### src/rtl/gpio_irq_pkg.sv
// Shared types and constants for the GPIO interrupt controller.
package gpio_irq_pkg;

   typedef enum logic [1:0] {
      ST_IDLE    = 2'd0,
      ST_REQ     = 2'd1,
      ST_SERVICE = 2'd2
   } irq_state_t;

   localparam int unsigned NUM_SRC = 3;

   localparam logic [1:0] SRC_INT0 = 2'd0;
   localparam logic [1:0] SRC_INT1 = 2'd1;
   localparam logic [1:0] SRC_PCH  = 2'd2;
   localparam logic [1:0] VEC_NONE = 2'd3;

   // Next source index with wrap-around 2 -> 0.
   function automatic logic [1:0] next_src(input logic [1:0] s);
      return (s >= SRC_PCH) ? SRC_INT0 : s + 2'd1;
   endfunction

   // One-hot mask for a source index; VEC_NONE maps to an empty mask.
   function automatic logic [2:0] src_onehot(input logic [1:0] v);
      logic [2:0] oh;
      case (v)
         SRC_INT0: oh = 3'b001;
         SRC_INT1: oh = 3'b010;
         SRC_PCH:  oh = 3'b100;
         default:  oh = 3'b000;
      endcase
      return oh;
   endfunction

endpackage

### src/rtl/gpio_irq_arb.sv
// Combinational arbiter: fixed priority (lowest index) or round-robin
// starting after the last granted source.
module gpio_irq_arb
   import gpio_irq_pkg::*;
(
   input  logic [2:0] req,
   input  logic       prio_rr,
   input  logic [1:0] last_granted,
   output logic       valid,
   output logic [1:0] winner
);

   logic [1:0] idx;

   // Walk the three sources from the start index, first requester wins.
   always_comb begin
      valid  = 1'b0;
      winner = VEC_NONE;
      idx    = prio_rr ? next_src(last_granted) : SRC_INT0;
      for (int unsigned i = 0; i < NUM_SRC; i++) begin
         if (!valid && ((req & src_onehot(idx)) != '0)) begin
            valid  = 1'b1;
            winner = idx;
         end
         idx = next_src(idx);
      end
   end

endmodule

### src/rtl/gpio_irq_ctrl.sv
// Three-source edge-triggered interrupt controller with IDLE/REQ/SERVICE
// handshake, per-source enable, fixed or round-robin arbitration and
// end-of-interrupt timeout.
module gpio_irq_ctrl
   import gpio_irq_pkg::*;
#(
   parameter int unsigned EOI_TIMEOUT = 255
) (
   input  logic       clk,
   input  logic       reset,
   input  logic       irq_int0,
   input  logic       irq_int1,
   input  logic       irq_pinchange,
   input  logic [2:0] irq_en,
   input  logic       prio_rr,
   input  logic       irq_ack,
   input  logic       irq_eoi,
   input  logic [2:0] pend_clr,
   output logic       cpu_irq,
   output logic [1:0] irq_vector,
   output logic [2:0] irq_pending,
   output logic       in_service,
   output logic       spurious,
   output logic       eoi_timeout
);

   localparam logic [7:0] TIMEOUT_LAST = 8'(EOI_TIMEOUT - 1);

   irq_state_t state;
   logic [2:0] src;
   logic [2:0] prev_q;
   logic [2:0] pending_q;
   logic [2:0] rise;
   logic [2:0] ack_clr;
   logic [2:0] pend_next;
   logic [1:0] last_granted;
   logic [7:0] svc_cnt;
   logic       arb_valid;
   logic [1:0] arb_winner;

   assign src         = {irq_pinchange, irq_int1, irq_int0};
   assign irq_pending = pending_q;

   // Edge detect and pending update; a new edge beats any clear.
   always_comb begin
      rise      = src & ~prev_q;
      ack_clr   = (state == ST_REQ && irq_ack) ? src_onehot(irq_vector) : '0;
      pend_next = (pending_q & ~(pend_clr | ack_clr)) | rise;
   end

   // Source history and pending register.
   always_ff @(posedge clk or posedge reset) begin
      if (reset) begin
         prev_q    <= '0;
         pending_q <= '0;
      end else begin
         prev_q    <= src;
         pending_q <= pend_next;
      end
   end

   gpio_irq_arb u_arb (
      .req          (pending_q & irq_en),
      .prio_rr      (prio_rr),
      .last_granted (last_granted),
      .valid        (arb_valid),
      .winner       (arb_winner)
   );

   // Handshake FSM with registered outputs. Withdrawal in REQ looks at the
   // next pending value so a clear is honoured at the edge it is sampled.
   always_ff @(posedge clk or posedge reset) begin
      if (reset) begin
         state        <= ST_IDLE;
         cpu_irq      <= 1'b0;
         irq_vector   <= VEC_NONE;
         in_service   <= 1'b0;
         spurious     <= 1'b0;
         eoi_timeout  <= 1'b0;
         svc_cnt      <= '0;
         last_granted <= SRC_PCH;
      end else begin
         spurious    <= irq_ack && (state != ST_REQ);
         eoi_timeout <= 1'b0;
         case (state)
            ST_IDLE: begin
               if (arb_valid) begin
                  state      <= ST_REQ;
                  cpu_irq    <= 1'b1;
                  irq_vector <= arb_winner;
               end
            end
            ST_REQ: begin
               if (irq_ack) begin
                  state        <= ST_SERVICE;
                  cpu_irq      <= 1'b0;
                  in_service   <= 1'b1;
                  svc_cnt      <= '0;
                  last_granted <= irq_vector;
               end else if ((pend_next & irq_en & src_onehot(irq_vector)) == '0) begin
                  state      <= ST_IDLE;
                  cpu_irq    <= 1'b0;
                  irq_vector <= VEC_NONE;
               end
            end
            ST_SERVICE: begin
               if (irq_eoi) begin
                  state      <= ST_IDLE;
                  in_service <= 1'b0;
                  irq_vector <= VEC_NONE;
               end else if (svc_cnt == TIMEOUT_LAST) begin
                  state       <= ST_IDLE;
                  in_service  <= 1'b0;
                  irq_vector  <= VEC_NONE;
                  eoi_timeout <= 1'b1;
               end else begin
                  svc_cnt <= svc_cnt + 8'd1;
               end
            end
            default: begin
               state      <= ST_IDLE;
               cpu_irq    <= 1'b0;
               in_service <= 1'b0;
               irq_vector <= VEC_NONE;
            end
         endcase
      end
   end

endmodule

### config.mk
export PLATFORM = sky130hd
export DESIGN_NAME = gpio_irq_ctrl
export DESIGN_NICKNAME = d
export VERILOG_FILES = /design/src/rtl/gpio_irq_pkg.sv /design/src/rtl/gpio_irq_arb.sv /design/src/rtl/gpio_irq_ctrl.sv
export SDC_FILE = /design/constraint.sdc
export NUM_CORES = 1
export LEC_CHECK = 0
export CELL_PAD_IN_SITES_DETAIL_PLACEMENT = 0
export CELL_PAD_IN_SITES_GLOBAL_PLACEMENT = 1
export CORE_ASPECT_RATIO = 0.8
export CORE_MARGIN = 2
export CORE_UTILIZATION = 38
export CTS_BUF_LIST = sky130_fd_sc_hd__clkbuf_4 sky130_fd_sc_hd__clkbuf_8 sky130_fd_sc_hd__clkbuf_16
export DETAILED_ROUTE_END_ITERATION = 7
export HOLD_SLACK_MARGIN = 0.06
export PLACE_DENSITY = 0.86
export SETUP_SLACK_MARGIN = 0.15
export SLEW_MARGIN = 15
export SYNTH_ARGS = -nofsm -noshare
export SYNTH_HDL_FRONTEND = slang
export SYNTH_HIERARCHICAL = 1
export SYNTH_SLANG_ARGS = --single-unit
export TNS_END_PERCENT = 20
### constraint.sdc
create_clock -name clk -period 1.94 [get_ports clk]
set_input_delay 0.194 -clock clk [delete_from_list [all_inputs] [get_ports clk]]
set_output_delay 0.194 -clock clk [all_outputs]
set_load 0.05 [all_outputs]
# Word-level counts from Yosys, hierarchy flattened
# Cells that the tools add are included.
# totals
input_bits	14
mem_bits_rw	0
romBits	0
latchBits	0
memories	0
output_inout_bits	9
wordCells	117
ff_bits	24
# op_classes
n_addsub	4
mux	44
n_reduce_logical	22
order_cmp	3
n_div	0
mul	0
eq_ne	20
shift	0
n_bitwise	14
# ops
cell	n
$pmux W3 S3	4
$mux W2	17
$and A3 B3 Y3	8
$mux W8	3
$pmux W8 S2	1
$mux W1	12
$pmux W2 S3	2
$eq A2 B1 Y1 const B	5
$eq A2 B2 Y1 const B	5
$logic_not A2 Y1	5
$ne A2 B2 Y1 const B	5
$mux W3	3
$reduce_and A3 Y1	3
$reduce_bool A3 Y1	3
$add A8 B1 Y8 const B	1
$eq A8 B8 Y1 const B	1
$reduce_and A4 Y1	2
$add A2 B1 Y2 const B	3
$ge A2 B2 Y1 const B	3
$not A3 Y3	2
$or A3 B3 Y3	2
$pmux W1 S3	2
$logic_and A1 B1 Y1	4
$ne A2 B1 Y1 const B	2
other kinds (7)	9

# Logic depth before layout (Yosys ltp)
# Gate-level depths: netlist of the first run.
# depth
ltp_word	16
mapped_depth	7
ltp_nobuf	7

# By module
# Netlist of the first run, hierarchy kept.
# by_module_without_submodules
module	seq_area_each_um2	cells_each	area_per_inst_um2	n_inst
gpio_irq_ctrl	604.3	118	1133.6	1
gpio_irq_arb	0.0	8	62.6	1

# Worst setup path before layout of the first run
# OpenSTA, ideal clock, no wires.
# synth_timing
path_type	reg-to-reg
startpoint	register irq_vector[1]
endpoint	register state[0]
arrival_ns	1.644
n_path_buf	1
t_required_ns	1.845
synth_period_minus_slack_ns	1.740
stages_incl_launch_ff	6
path_slack_ns	0.200
setup_ns	0.095
cell_sequence	dfstp_2 -> clkbuf_1 -> o2111ai_1 -> o22a_1 -> and2_1 -> o31ai_1
# synth_via
elab_chain_cells	12
# synth_lines
element	line_no	text
from (decl)	gpio_irq_ctrl.sv:20	output logic [1:0] irq_vector,
from (signal assigned)	gpio_irq_ctrl.sv:90	irq_vector <= arb_winner;
$eq A2 B2 Y1, or another cell as far along	gpio_irq_pkg.sv:25	case (v)
$pmux W3 S3 (*)	gpio_irq_pkg.sv:25	
$mux W3	gpio_irq_ctrl.sv:47	ack_clr = (state == ST_REQ && irq_ack) ? src_onehot(irq_vector) : '0;
$or A3 B3 Y3	gpio_irq_ctrl.sv:48	pend_next = (pending_q & ~(pend_clr | ack_clr)) | rise;
$not A3 Y3	gpio_irq_ctrl.sv:48	
$and A3 B3 Y3	gpio_irq_ctrl.sv:48	
$or A3 B3 Y3	gpio_irq_ctrl.sv:48	
$and A3 B3 Y3	gpio_irq_ctrl.sv:100	end else if ((pend_next & irq_en & src_onehot(irq_vector)) == '0) begin
$and A3 B3 Y3 (*)	gpio_irq_ctrl.sv:100	
$logic_not A3 Y1 (*)	gpio_irq_ctrl.sv:100	
$ne A3 B2 Y1 (no source line) (*)	-	
$reduce_and A3 Y1 (no source line) (*)	-	
to (signal assigned)	gpio_irq_ctrl.sv:101	state <= ST_IDLE;
to (signal assigned)	gpio_irq_ctrl.sv:108	state <= ST_IDLE;
to (signal assigned)	gpio_irq_ctrl.sv:112	state <= ST_IDLE;
to (decl)	gpio_irq_ctrl.sv:29	irq_state_t state;
# Every way passes the cells marked *; elsewhere a longest branch is shown, timed or not. The select of a mux whose other input is x is not followed.
# A chain may end at the register's enable or synchronous reset.

# Worst setup path in the final report of the first run
# layout_timing
startpoint	register svc_cnt[1]
endpoint	register svc_cnt[7]
# layout_via
elab_chain_cells	4
# layout_lines
element	line_no	text
from (decl)	gpio_irq_ctrl.sv:37	logic [7:0] svc_cnt;
from (signal assigned)	gpio_irq_ctrl.sv:117	svc_cnt <= svc_cnt + 8'd1;
$add A8 B1 Y8	gpio_irq_ctrl.sv:117	
$mux W8	gpio_irq_ctrl.sv:111	end else if (svc_cnt == TIMEOUT_LAST) begin
$mux W8	gpio_irq_ctrl.sv:107	if (irq_eoi) begin
$pmux W8 S2	gpio_irq_ctrl.sv:85	case (state)
# Parallel ways exist; a longest one is shown, timed or not. The select of a mux whose other input is x is not followed.

==> results of run 1 <==
[cell families (layout without fill, tap and decap cells)]
group,count (synthesis),after routing,synth area share [%]
adder cells (fa/ha/maj),2,2,2.09
buffers and inverters,8,39,2.51
flip-flops,24,24,50.5
XOR/XNOR,2,2,1.46
AND/OR/NAND/NOR,60,60,27.9
AO/OA/AOI/OAI,30,30,15.5
[where the power goes]
group / internal, W / switching [W] / leakage [nW]
combinational: 0.000262 / 0.000398 / 0.340
sequential: 0.000627 / 0.000111 / 0.300
clock: 0.000276 / 0.000171 / 0.0357
[flip-flops by register name, indices dropped and copies added (netlist names)]
signal        count
svc_cnt           8
irq_pending       3
prev_q            3
irq_vector        2
last_granted      2
state             2
cpu_irq           1
eoi_timeout       1
in_service        1
spurious          1
[worst max-delay path: stages, from the launching register on]
cell	delay (ns)
dfrtp_1	0.42
ha_1	0.21
and3_4	0.19
a211o_1	0.34
or3_4	0.38
a21oi_2	0.15
[synthesized netlist by cell type, types with 3 or more instances]
cell / number / share of area [%]
o22ai_1: 3 / 1.6
a21oi_1: 7 / 2.9
dfstp_2: 3 / 6.6
and2_1: 5 / 2.6
nand2_1: 10 / 3.1
o21ai_0: 9 / 3.8
nor2b_1: 5 / 2.6
dfrtp_1: 21 / 44
or3_1: 4 / 2.1
nand2b_1: 5 / 2.6
nand3_1: 8 / 3.3
nor2_1: 10 / 3.1
inv_1: 5 / 1.6
clkbuf_1: 3 / 0.94
[worst paths after layout]
check	depth (start not counted)	from	slack, ns	end
setup reg to reg	5	svc_cnt[1]	0.18	svc_cnt[7]
hold / removal	3	reset	0.25	svc_cnt[0]
setup / recovery	5	svc_cnt[1]	0.18	svc_cnt[7]
hold reg to reg	2	last_granted[1]	0.50	last_granted[1]
max in group asynchronous	3	reset	1.40	irq_vector[1]
min in group clk	1	irq_int0	0.38	prev_q[0]
[cell type report]
class | count | area, um2
Tap cell | 40 | 50.0
Timing Repair Buffer | 30 | 275
Fill cell | 286 | 1440
Inverter | 5 | 18.8
Sequential cell | 24 | 606
Clock buffer | 3 | 41.3
Clock inverter | 1 | 30.0
Multi-Input combinational cell | 94 | 576
[timing repair]
action / 4_1_cts / 5_1_grt
gates resized for setup: 0 / 4
endpoints found under the setup margin: 1 / 1
pin swaps: 0 / 1
buffers inserted: 1 / 1
[stage by stage]
stage / area, um2 / util, % / hold WS (ns)
2_1_floorplan: 1200 / - / 0.206
3_3_place_gp: 1500 / 49.2 / 0.468
3_5_place_dp: 1500 / 49.2 / 0.484
4_1_cts: 1570 / 51.8 / 0.261
5_1_grt: 1600 / 52.5 / 0.273
6_report: 1600 / 52.5 / 0.250
[per-layer routing]
metal / part of all wire (%) / wire (um) / track usage, %
met1: 46 / 1260 / 21.3
met2: 49 / 1350 / 27.2
met3: 2.5 / 68 / 2.09
met4: 2.2 / 59 / 8.84
met5: 0 / 0 / 0
==> flow_summary.yaml, run 1 <==
outcome:
  status: "complete, no violations"
sta:
  finalCritPeriodShare_pct: 90.6
  finalCriticalPeriod_ns: 1.76
  worst_pin_slew_ns: 0.503
  rsz0062_at_grt: "no"
  final.setup.tns_ns: 0
  final-max-slew-violation-count: 0
  fin_ws_ns: 0.183
  finalHoldViolations: 0
  clock_skew_ns: 0.00433
  max_slew_margin_pct: 66.4
  max_freq_ghz: 0.569
  setup_violations: 0
min_path:
  min_path_type: "in2async"
detailed_routing:
  vias_per_cell: 5.25
  antenna_left: 0
  vias: 1034
  finalWirelength_um: 2740
  drtIter0Drc: 94
  drt_drc_violations_left: 0
  wl_per_cell_um: 13.9
  first_pass_iters: 4
global_routing:
  grt_pass1_wl_um: 4380
  grt_util_all_layers_pct: 16.4
  grt_pass1_vias: 981
  grt_overflow: 0
  antenna_found_initial: 0
  grt_max_degree: 25
floorplan:
  rows: 18
  die_y_um: 54.2
  die_area_mm2: 0.00362
  core_mm2: 0.00304
  die_w_um: 66.7
  io_pins: 23
  initial_utilization_pct: 39.3
placement:
  place_hpwl_um: 1920
  io_buffer_count: 22
  post-place-cells: 191
  place_congestion: 0.860
  dp_worst_setup_slack_ns: 0.0511
logic_synthesis:
  synth_edf_count: 0
  syn-mean-instance-area_um2: 9.49
  synthesis.nets: 142
  synth_ff_type: "dfrtp_1"
  synth_seq_area_share_pct: 50.5
  synth-async-reset-ratio_pct: 100
  syn_inst: 126
  ys_types: 34
  ys_warn_count: 6
  synth_area_mm2: 0.00120
  synth-seq-cells: 24
flow_run:
  maxCapViolations: 0
critical_path:
  critPathKind: "reg2reg"
  required_ns: 2.15
  startpoint_type: "flip-flop"
  cp.arrival_ns: 1.96
  end_kind: "flip-flop"
  critPathMaxFanout: 5
layout:
  mostFrequentLayoutCells: "dfrtp_1 (20), clkdlybuf4s50_1 (20), nand2_1 (10), nor2_1 (10), buf_4 (10)"
  diodes: 0
  fin_nets: 174
  drive_gt1_share_pct: 14.6
  fin_cells: 197
  area_growth_pct: 33.5
cts:
  tritoncts: "done"
  insertion_delay_ns: 0.27
  postCtsHoldBufs: 0
  clkSlewWorstSetupHoldPaths_ns: 0.09
  tritoncts.num_buffers: 3
  htreeDepth: 1
  clock_sinks: 24
  clockBufferDepth: 2
  root_buffer: "clkbuf_8"
pwr:
  design_power_total_w: 0.00185
  pwr_density_cell_mw_per_mm2: 1160
  p_leak_nw: 0.676
  vdd_drop_max_mv: 0.387
No activity file was read; power rests on OpenSTA's default activity.
==> run 2, diff against run 1 <==
CAP_MARGIN = 0   (was unset)
==> results of run 2 <==
Same layout as run 1: the final DEF is identical, and so are final timing and power.
